[src/rtl/fetch_unit.sv]
// fetch_unit: MIPS instruction fetch stage with imem req/ack handshake and PC redirect.
// Optional macro FETCH_JUMP_PREDECODE_EN: follow J/JAL targets directly on the ack edge.
`default_nettype none

module fetch_unit #(
  parameter logic [31:0] RESET_PC = 32'h0000_0000
) (
  input  logic        clk,
  input  logic        rst_n,
  output logic        imem_req,
  output logic [31:0] imem_addr,
  input  logic        imem_ack,
  input  logic [31:0] imem_rdata,
  output logic [31:0] instr,
  output logic        instr_valid,
  output logic [5:0]  opcode,
  output logic [31:0] pc_plus4,
  input  logic        stall,
  input  logic        redirect,
  input  logic [31:0] redirect_pc
);

  localparam logic [1:0] IDLE = 2'd0;
  localparam logic [1:0] REQ  = 2'd1;
  localparam logic [1:0] HOLD = 2'd2;

  logic [1:0]  state;
  logic [1:0]  state_nxt;
  logic [31:0] pc;
  logic [31:0] pc_next;
  logic        squash;
  logic        ack_in;
  logic [31:0] target;
  logic [31:0] seq_pc;
  logic [31:0] fetch_pc;

  assign ack_in = (state == REQ) && imem_ack;
  assign target = redirect_pc & ~32'h3;
  assign seq_pc = pc + 32'd4;

`ifdef FETCH_JUMP_PREDECODE_EN
  // J (6'h02) and JAL (6'h03) resolve their target from the fetched word alone.
  assign fetch_pc = (imem_rdata[31:27] == 5'b00001) ?
                    {seq_pc[31:28], imem_rdata[25:0], 2'b00} : seq_pc;
`else
  assign fetch_pc = seq_pc;
`endif

  always_ff @(posedge clk or negedge rst_n) begin
    if (!rst_n) begin
      state <= IDLE;
    end else begin
      state <= state_nxt;
    end
  end

  always_comb begin
    state_nxt = state;
    case (state)
      IDLE:    state_nxt = REQ;
      REQ:     if (imem_ack && !squash && !redirect) state_nxt = HOLD;
      HOLD:    if (redirect || !stall) state_nxt = REQ;
      default: state_nxt = IDLE;
    endcase
  end

  always_comb begin
    imem_req    = (state == REQ);
    instr_valid = (state == HOLD);
  end

  // A redirect against an outstanding request parks the target in pc_next until the ack retires it.
  always_ff @(posedge clk or negedge rst_n) begin
    if (!rst_n) begin
      pc       <= RESET_PC;
      pc_next  <= RESET_PC;
      squash   <= 1'b0;
      instr    <= 32'h0;
      pc_plus4 <= RESET_PC + 32'd4;
    end else begin
      case (state)
        IDLE: begin
          if (redirect) pc <= target;
        end
        REQ: begin
          if (squash) begin
            if (ack_in) begin
              squash <= 1'b0;
              pc     <= redirect ? target : pc_next;
            end else if (redirect) begin
              pc_next <= target;
            end
          end else if (ack_in) begin
            if (redirect) begin
              pc <= target;
            end else begin
              instr    <= imem_rdata;
              pc_plus4 <= seq_pc;
              pc       <= fetch_pc;
            end
          end else if (redirect) begin
            squash  <= 1'b1;
            pc_next <= target;
          end
        end
        HOLD: begin
          if (redirect) pc <= target;
        end
        default: ;
      endcase
    end
  end

  assign imem_addr = pc;
  assign opcode    = instr[31:26];

endmodule

`default_nettype wire

[config.mk]
export PLATFORM = sky130hd
export DESIGN_NAME = fetch_unit
export DESIGN_NICKNAME = d
export VERILOG_FILES = /design/src/rtl/fetch_unit.sv
export SDC_FILE = /design/constraint.sdc
export NUM_CORES = 1
export LEC_CHECK = 0
export ABC_AREA = 1
export CORE_MARGIN = 3
export CORE_UTILIZATION = 45
export CTS_CLUSTER_DIAMETER = 150
export DETAILED_ROUTE_END_ITERATION = 8
export PLACE_DENSITY = 0.78
export SYNTH_ARGS = -nofsm -noshare
export SYNTH_HDL_FRONTEND = slang
export SYNTH_SLANG_ARGS = --single-unit
[constraint.sdc]
create_clock -name clk -period 1.6 [get_ports clk]
set_clock_uncertainty 0.05 [all_clocks]
set_input_delay 0.16 -clock clk [delete_from_list [all_inputs] [get_ports clk]]
set_output_delay 0.16 -clock clk [all_outputs]
set_load 0.005 [all_outputs]
---- Word level (Yosys, flattened, before mapping) ----
Cells that the tools add are included.
cells by class
  multiplexer cells ....................... 14
  bitwise gates (word level) .............. 3
  eq/ne operators ......................... 6
  reduce and logical (&&, ||, !) cells .... 14
  add/subtract/negate cells ............... 1
operator list
  kind                                            number
  2-to-1 mux 32 bit                               6
  one-hot mux 32 bit (2 select lines)             1
  adder 32 x 3 -> 32 bit (second input constant)  1
  != test 2 x 1 -> 1 bit (second input constant)  4
  one-hot mux 2 bit (3 select lines)              1
  2-to-1 mux 1 bit                                4
  2-to-1 mux 2 bit                                2
  AND reduction 2 bit                             2
  AND reduction 4 bit                             1
  logical AND 1 bit                               3
  zero test 1 bit                                 3
  NOT 1 bit                                       3
  AND reduction 3 bit                             1
  == test 2 x 1 -> 1 bit (second input constant)  1
  == test 2 bit (second input constant)           1
  zero test 2 bit                                 1
  nonzero test 2 bit                              1
  OR reduction 2 bit                              1
  logical OR 1 bit                                1
storage, ports and cells
  output and inout port bits .............. 104
  word-level logic and storage cells ...... 44
  register bits ........................... 131
  input port bits ......................... 69

---- Logic depth before layout (Yosys ltp) ----
Gate-level depths: netlist (run 1).
  depth in word-level cells ............... 5
  gate-level depth with buffers ........... 12
  mapped depth without buffers ............ 12

---- Worst setup path before layout (run 1) ----
No wires, ideal clock.
  path type ............................... reg-to-reg
  start ................................... register pc[3], in the netlist imem_addr[3]
  end ..................................... register pc[20], in the netlist imem_addr[20]
  setup time .............................. 116 ps
  slack ................................... 49 ps
  arrival ................................. 1384 ps
  cell stages (with the launch flop) ...... 13
  required time ........................... 1434 ps
  path buffers ............................ 0
  period minus slack after synthesis ...... 1551 ps
  cells stage by stage .................... dfrtp_1 > ha_1 > nand3_1 > nor2_1 > nand2_1 > inv_1 > nand2_1 > nand2_1 > nand2_1 > nand2_1 > nand2_1 > nand2_1 > nand2_1
between the ends
  longest elaborated chain between the ends .. 5
RTL lines
  element                              line  source
  start: declaration                   29    logic [31:0] pc;
  start signal: assignment             83    if (redirect) pc <= target;
  start signal: assignment             89    pc <= redirect ? target : pc_next;
  start signal: assignment             95    pc <= target;
  adder 32 x 3 -> 32 bit               39    assign seq_pc = pc + 32'd4;
  2-to-1 mux 32 bit                    94    if (redirect) begin
  2-to-1 mux 32 bit                    93    end else if (ack_in) begin
  2-to-1 mux 32 bit                    86    if (squash) begin
  one-hot mux 32 bit (2 select lines)  81    case (state)
Every way passes these cells. The select of a mux whose other input is x is not followed.
A chain may end at the register's enable or synchronous reset.

---- Worst setup path after layout (run 1) ----
  start ................................... register pc[3], in the netlist imem_addr[3]
  end ..................................... register pc[19], in the netlist imem_addr[19]
The elaborated chain is that of the path after synthesis.

==> flow_summary.ini, run 1 <==
[timing]
tightest_slew_ps = 494
fin_crit_ps = 1790
layout_worst_path_cycle_share = 1.12
finalHoldViolCount = 0
fin_ws_ps = -192
slew_headroom = 0.671
setup_violations = 44
hold_slack_ps = 225
clock.fmax_ghz = 0.558
rsz0062_at_grt = yes
slew_violations = 0

[yosys]
avgSynthCellArea_sq_um = 7.57
synth_cells = 882
syn-num-nets = 952
ys_seq_area_frac = 0.491
synth_cell_types = 33
yosys.area.top_type = dfrtp_1
synth_warnings = 0
netlist.area_leader.share = 0.487
syn-cell-area_sq_mm = 0.00668
ys.flop_type = dfrtp_1
synth-seq-cells = 131
async_flop_share = 1.00
synth_edf_count = 0
synth.area.top_cells = dfrtp_1 49%, nand2_1 20%, nor2_1 7.3%

[route]
totalWireLength_mm = 22.1
ant_nets = 0
detail_route.wl_per_cell_um = 16.4
vias = 6874
viasPerCell = 5.10
drc_errors = 0
dr.pass1.iters = 5
dr.first_iter.drc_count = 501

[worst_setup_path]
cp_slowest_stage_delay_ps = 430
reg2reg_to = imem_addr[19]$_DFFE_PN0P_
rr_worst_depth = 12
cp-end-kind = flop
crit_top_cell = nand2_1
r2r-start = imem_addr[3]$_DFFE_PN0P_
r2r_setup_slack_ps = -190
crit_chain = buf_6 -> nand2_4 -> nor2_4 -> nand2_4 -> nor2_4 -> buf_4 -> nand3b_1 -> nand2_1 -> nand2_1 -> nand2_1 -> nand2_1 -> nand2_1
worstSetupPathType = flop to flop
worstPathArrival_ps = 2110
crit_slowest_cell = dfrtp_1
cp.required_ps = 1920
start_kind = flop
critPathLaunch = imem_addr[3]$_DFFE_PN0P_
endpoint = imem_addr[19]$_DFFE_PN0P_
crit_fanout = 5

[finish]
num_antenna_cells = 0
fin_nets = 1224
area_delta_synth_final_pct = 55.6
drive_gt1_frac = 0.221
final_cell_mix = 329 x nand2_1, 138 x clkdlybuf4s50_1, 126 x dfrtp_1
design_area_sq_mm = 0.0104
utilization = 0.732
final_common_cell = nand2_1

[outcome]
status = finished with violations
violations = setup timing

[power_and_ir_drop]
leakagePower_uw = 0.00517
p_total_uw = 19800
pwr_density_cell_mw_per_mm2 = 1900
vdd_drop_max_v = 0.00100

[worst_hold_path]
hold_class = input port to flop

[clock_tree]
clock_path_buffers = 2
clock_sinks = 131
numCtsBuffers = 17
clock_latency_ps = 430
clk_pin_slew_ps = 60
cts_tree = built
root_buffer = clkbuf_16
htreeDepth = 4

[floorplanning]
die_area_sq_mm = 0.0163
die_x_um = 128
initial_core_util = 0.470
fp.coreArea_sq_mm = 0.0142
die_h_um = 128
rows = 43
io_pins = 173

[global_route]
antenna_found_initial = 0
grt_overflow_total = 0
grt_pass1_wl_mm = 32.9
grt_util_all_layers = 0.257
grt_max_degree = 53
grt_pass1_vias = 6518

[placed_design]
port_buffers = 170
placed_area_sq_mm = 0.00902
place_congestion = 0.907
dp_hpwl_mm = 15.1

[run]
drv_cap = 0
## metal layers
metal  wire [um]  global-route usage
met1        8990               0.337
met2       10700               0.427
met3        1850              0.0546
met4         571              0.0861
met5           0                   0
## synth_stat cells (6+ instances only)
cell type  count
a221oi_1      15
clkbuf_1      13
inv_2          6
o21ai_1        6
nand3_1       24
xor2_1         8
buf_4         13
inv_1         61
nor2_4        10
nor2_1       130
o22ai_1       14
buf_2         12
dfrtp_1      130
a21oi_1       24
a31oi_1       11
o21ai_0        8
nand2_1      359
## how the worst min path moves through the flow
| stage | startpoint | to | slack [ps] | cells after the start |
|---|---|---|---|---|
| floorplan | rst_n | imem_addr[0]$_DFFE_PN0P_ | -190 | 0 |
| global placement | rst_n | instr[28]$_DFFE_PN0P_ | 180 | 2 |
| detailed placement | rst_n | instr[28]$_DFFE_PN0P_ | 170 | 2 |
| CTS | imem_rdata[16] | instr[16]$_DFFE_PN0P_ | 220 | 3 |
| global route | imem_rdata[14] | instr[14]$_DFFE_PN0P_ | 240 | 3 |
| finish | imem_rdata[16] | instr[16]$_DFFE_PN0P_ | 220 | 3 |
## cell type report
class / instances / area [sq um]
flip-flops and latches: 131 / 3280
multi-input cells: 640 / 3210
repair buffers: 297 / 2790
clock buffers: 23 / 478
inverters: 67 / 256
well taps: 180 / 225
clock inverters: 9 / 151
fillers: 1033 / 3810
## state kept, by name, summed over array words and instances (netlist names)
register / count
pc_next: 32
imem_addr: 32
pc_plus4: 32
instr: 32
state: 2
squash: 1
## where the power goes
| part | switching (uW) | total, uW | leakage [uW] | internal, uW |
|---|---|---|---|---|
| Sequential | 1010 | 5840 | 0.00157 | 4840 |
| Combinational | 4760 | 9790 | 0.00329 | 5030 |
| Clock | 1440 | 4160 | 0.000307 | 2720 |
| Total | 7200 | 19800 | 0.00517 | 12600 |
## cells by family (layout without fill, tap and decap cells)
kind of cell	after synthesis	after routing	synth area share
flops	131	131	0.491
fa+ha+maj	1	1	0.00187
compound gates	83	83	0.0774
xor+xnor	15	15	0.0219
buf+inv	111	396	0.0792
simple gates	541	541	0.329
## critical path, delay by kind of cell (launching register included)
| family | cells | cell delay (ps) |
|---|---|---|
| and+or+nand+nor | 10 | 980 |
| DFF | 1 | 430 |
| buffers and inverters | 2 | 290 |
## per-stage QoR
step / worst slack (ps) / TNS (ps) / std cells
after detailed placement: -171 / -12730 / 1272
after global placement: -118 / -10380 / 1272
after global routing: -257 / -7570 / 1347
after floorplan: 49.5 / 0 / 882
after CTS: -134 / -1100 / 1335
final: -192 / -4260 / 1347
## repair_timing
item                       in CTS  in global routing
resized for setup              62                 78
setup buffers                  30                 12
hold endpoints to repair      130                  0
pin swaps                      14                 51
setup endpoints to repair      61                 84
hold buffers                    1                  0
gates cloned                    0                  1
(Power assumes the default switching activity.)
==> run 2: changes to the inputs <==
- CORE_UTILIZATION: 45 -> 40
- PLACE_DENSITY: 0.78 -> 0.7
==> run 2 against run 1 <==
Against the previous run:
- the run still ends with setup timing left
- non-clock buffer count increased by 21
- register-to-register slack about the same
- worst setup slack got worse by 3.8 ps
- first-iteration DRC count increased by 15%
- global-route usage decreased by 1.5 points
- final cell count increased by 4.2%
==> flow_summary.ini, run 2 (synthesis results as in run 1) <==
[outcome]
status = finished with violations
violations = setup timing

[power_and_ir_drop]
leakagePower_uw = 0.00535
vdd_drop_max_v = 0.000947
p_clk_frac = 0.193
power.internal_uw = 12700
seq_power_share = 0.288
combPwrFrac = 0.519
switching_share = 0.377
pwr_density_cell_mw_per_mm2 = 1880
p_sw_uw = 7670

[placed_design]
dp_hpwl_mm = 15.3
pre_cts_slack_ps = -215
port_buffers = 170
placed_area_sq_mm = 0.00925
place_congestion = 0.951

[clock_tree]
htreeDepth = 4
cts_tree = built
numCtsBuffers = 17
clock_latency_ps = 430
clk_pin_slew_ps = 60
clock_path_buffers = 2
root_buffer = clkbuf_16
clock_sinks = 131

[route]
vias = 7114
drc_errors = 0
viasPerCell = 5.07
totalWireLength_mm = 23.7
detail_route.wl_per_cell_um = 16.9
ant_nets = 0
dr.first_iter.drc_count = 577
dr.pass1.iters = 6

[floorplanning]
die_area_sq_mm = 0.0183
initial_core_util = 0.414
rows = 46
die_x_um = 135
die_h_um = 135
io_pins = 173
fp.coreArea_sq_mm = 0.0161

[worst_setup_path]
cp.required_ps = 1910
crit_fanout = 3
r2r_setup_slack_ps = -200
rr_worst_depth = 13
cp-end-kind = flop
start_kind = flop
worstPathArrival_ps = 2110
worstSetupPathType = flop to flop

[global_route]
antenna_found_initial = 0
grt_max_degree = 50
grt_overflow_total = 0
grt_util_all_layers = 0.243
grt_pass1_vias = 6594
grt_pass1_wl_mm = 34.7

[finish]
multiInputGateArea_sq_mm = 0.00331
final_common_cell = nand2_1
fillCellCount = 1267
regArea_sq_mm = 0.00329
design_area_sq_mm = 0.0108
final_cell_mix = 320 x nand2_1, 137 x clkdlybuf4s50_1, 125 x dfrtp_1
area_delta_synth_final_pct = 61.9
utilization = 0.671
num_antenna_cells = 0
drive_gt1_frac = 0.248
fin_nets = 1245

[timing]
clock.fmax_ghz = 0.557
rsz0062_at_grt = yes
setup_violations = 60
fin_crit_ps = 1800
finalHoldViolCount = 0
tns_ps = -3040
hold_slack_ps = 221
layout_worst_path_cycle_share = 1.12
slew_headroom = 0.631
fin_ws_ps = -195
slew_violations = 0
tightest_slew_ps = 554

[worst_hold_path]
hold_class = input port to flop
min_path_cells = 3

[run]
drv_cap = 0
## run 2: changes by cell type in the layout (fill, tap and decap cells not counted), sizes merged, moves of 2 or more
cell         delta
buf            +19
bufinv          -2
clkbuf          -2
clkinv          +2
dlygate4sd2     +2
inv             +3
## run 2: worst max-delay path: stages, from the launching register on
cell	delay, ps
dfrtp_1	380
buf_6	120
ha_4	160
nand2_4	50
nor2_4	140
nand2_2	90
nor2_4	150
buf_6	130
nand2_4	50
nand2_4	80
nand3_2	90
nand2_1	110
nand2_1	60
nand2_1	60
## run 2: routing by layer
metal | part of all wire | GRT usage
met2 | 0.48 | 0.385
met4 | 0.020 | 0.0683
met3 | 0.088 | 0.0665
met5 | 0 | 0
met1 | 0.41 | 0.328
## run 2: final timing paths
path                                               start                        end
worst max-delay path            imem_addr[3]$_DFFE_PN0P_  imem_addr[24]$_DFFE_PN0P_
worst min-delay path                      imem_rdata[17]      instr[17]$_DFFE_PN0P_
worst max register to register  imem_addr[3]$_DFFE_PN0P_  imem_addr[24]$_DFFE_PN0P_
worst min register to register     instr[23]$_DFFE_PN0P_      instr[23]$_DFFE_PN0P_
max in group asynchronous                          rst_n  imem_addr[28]$_DFFE_PN0P_
min in group asynchronous                          rst_n   pc_plus4[21]$_DFFE_PN0P_
## run 2: metrics by stage
| step | power (uW) | instances |
|---|---|---|
| after floorplan | 9670 | 882 |
| after detailed placement | 14800 | 1323 |
| after global routing | 21700 | 1404 |
| after global placement | 14600 | 1323 |
| after CTS | 19400 | 1382 |
| final | 20400 | 1404 |
## run 2: power by group through the flow
stage          logic [uW]  registers, uW  clock network, uW
6_report            10600           5860               3940
5_1_grt             11500           6000               4160
4_1_cts              9610           5810               3970
3_5_place_dp         8900           5910                  0
3_3_place_gp         8730           5890                  0
2_1_floorplan        3730           5950                  0
## run 2: repair_timing
item | 4_1_cts | 5_1_grt
hold buffers | 1 | 0
setup buffers | 26 | 16
gates resized for setup | 86 | 84
pin swaps | 39 | 51
endpoints found under the hold margin | 29 | 0
endpoints found under the setup margin | 65 | 86
gates cloned | 0 | 7
## run 2: cell type report
type	count	area share
clock inverter	13	0.0139
tap	216	0.0250
timing repair buffer	318	0.286
inverter	67	0.0244
sequential	131	0.304
multi-input combinational	640	0.306
clock buffer	19	0.0410
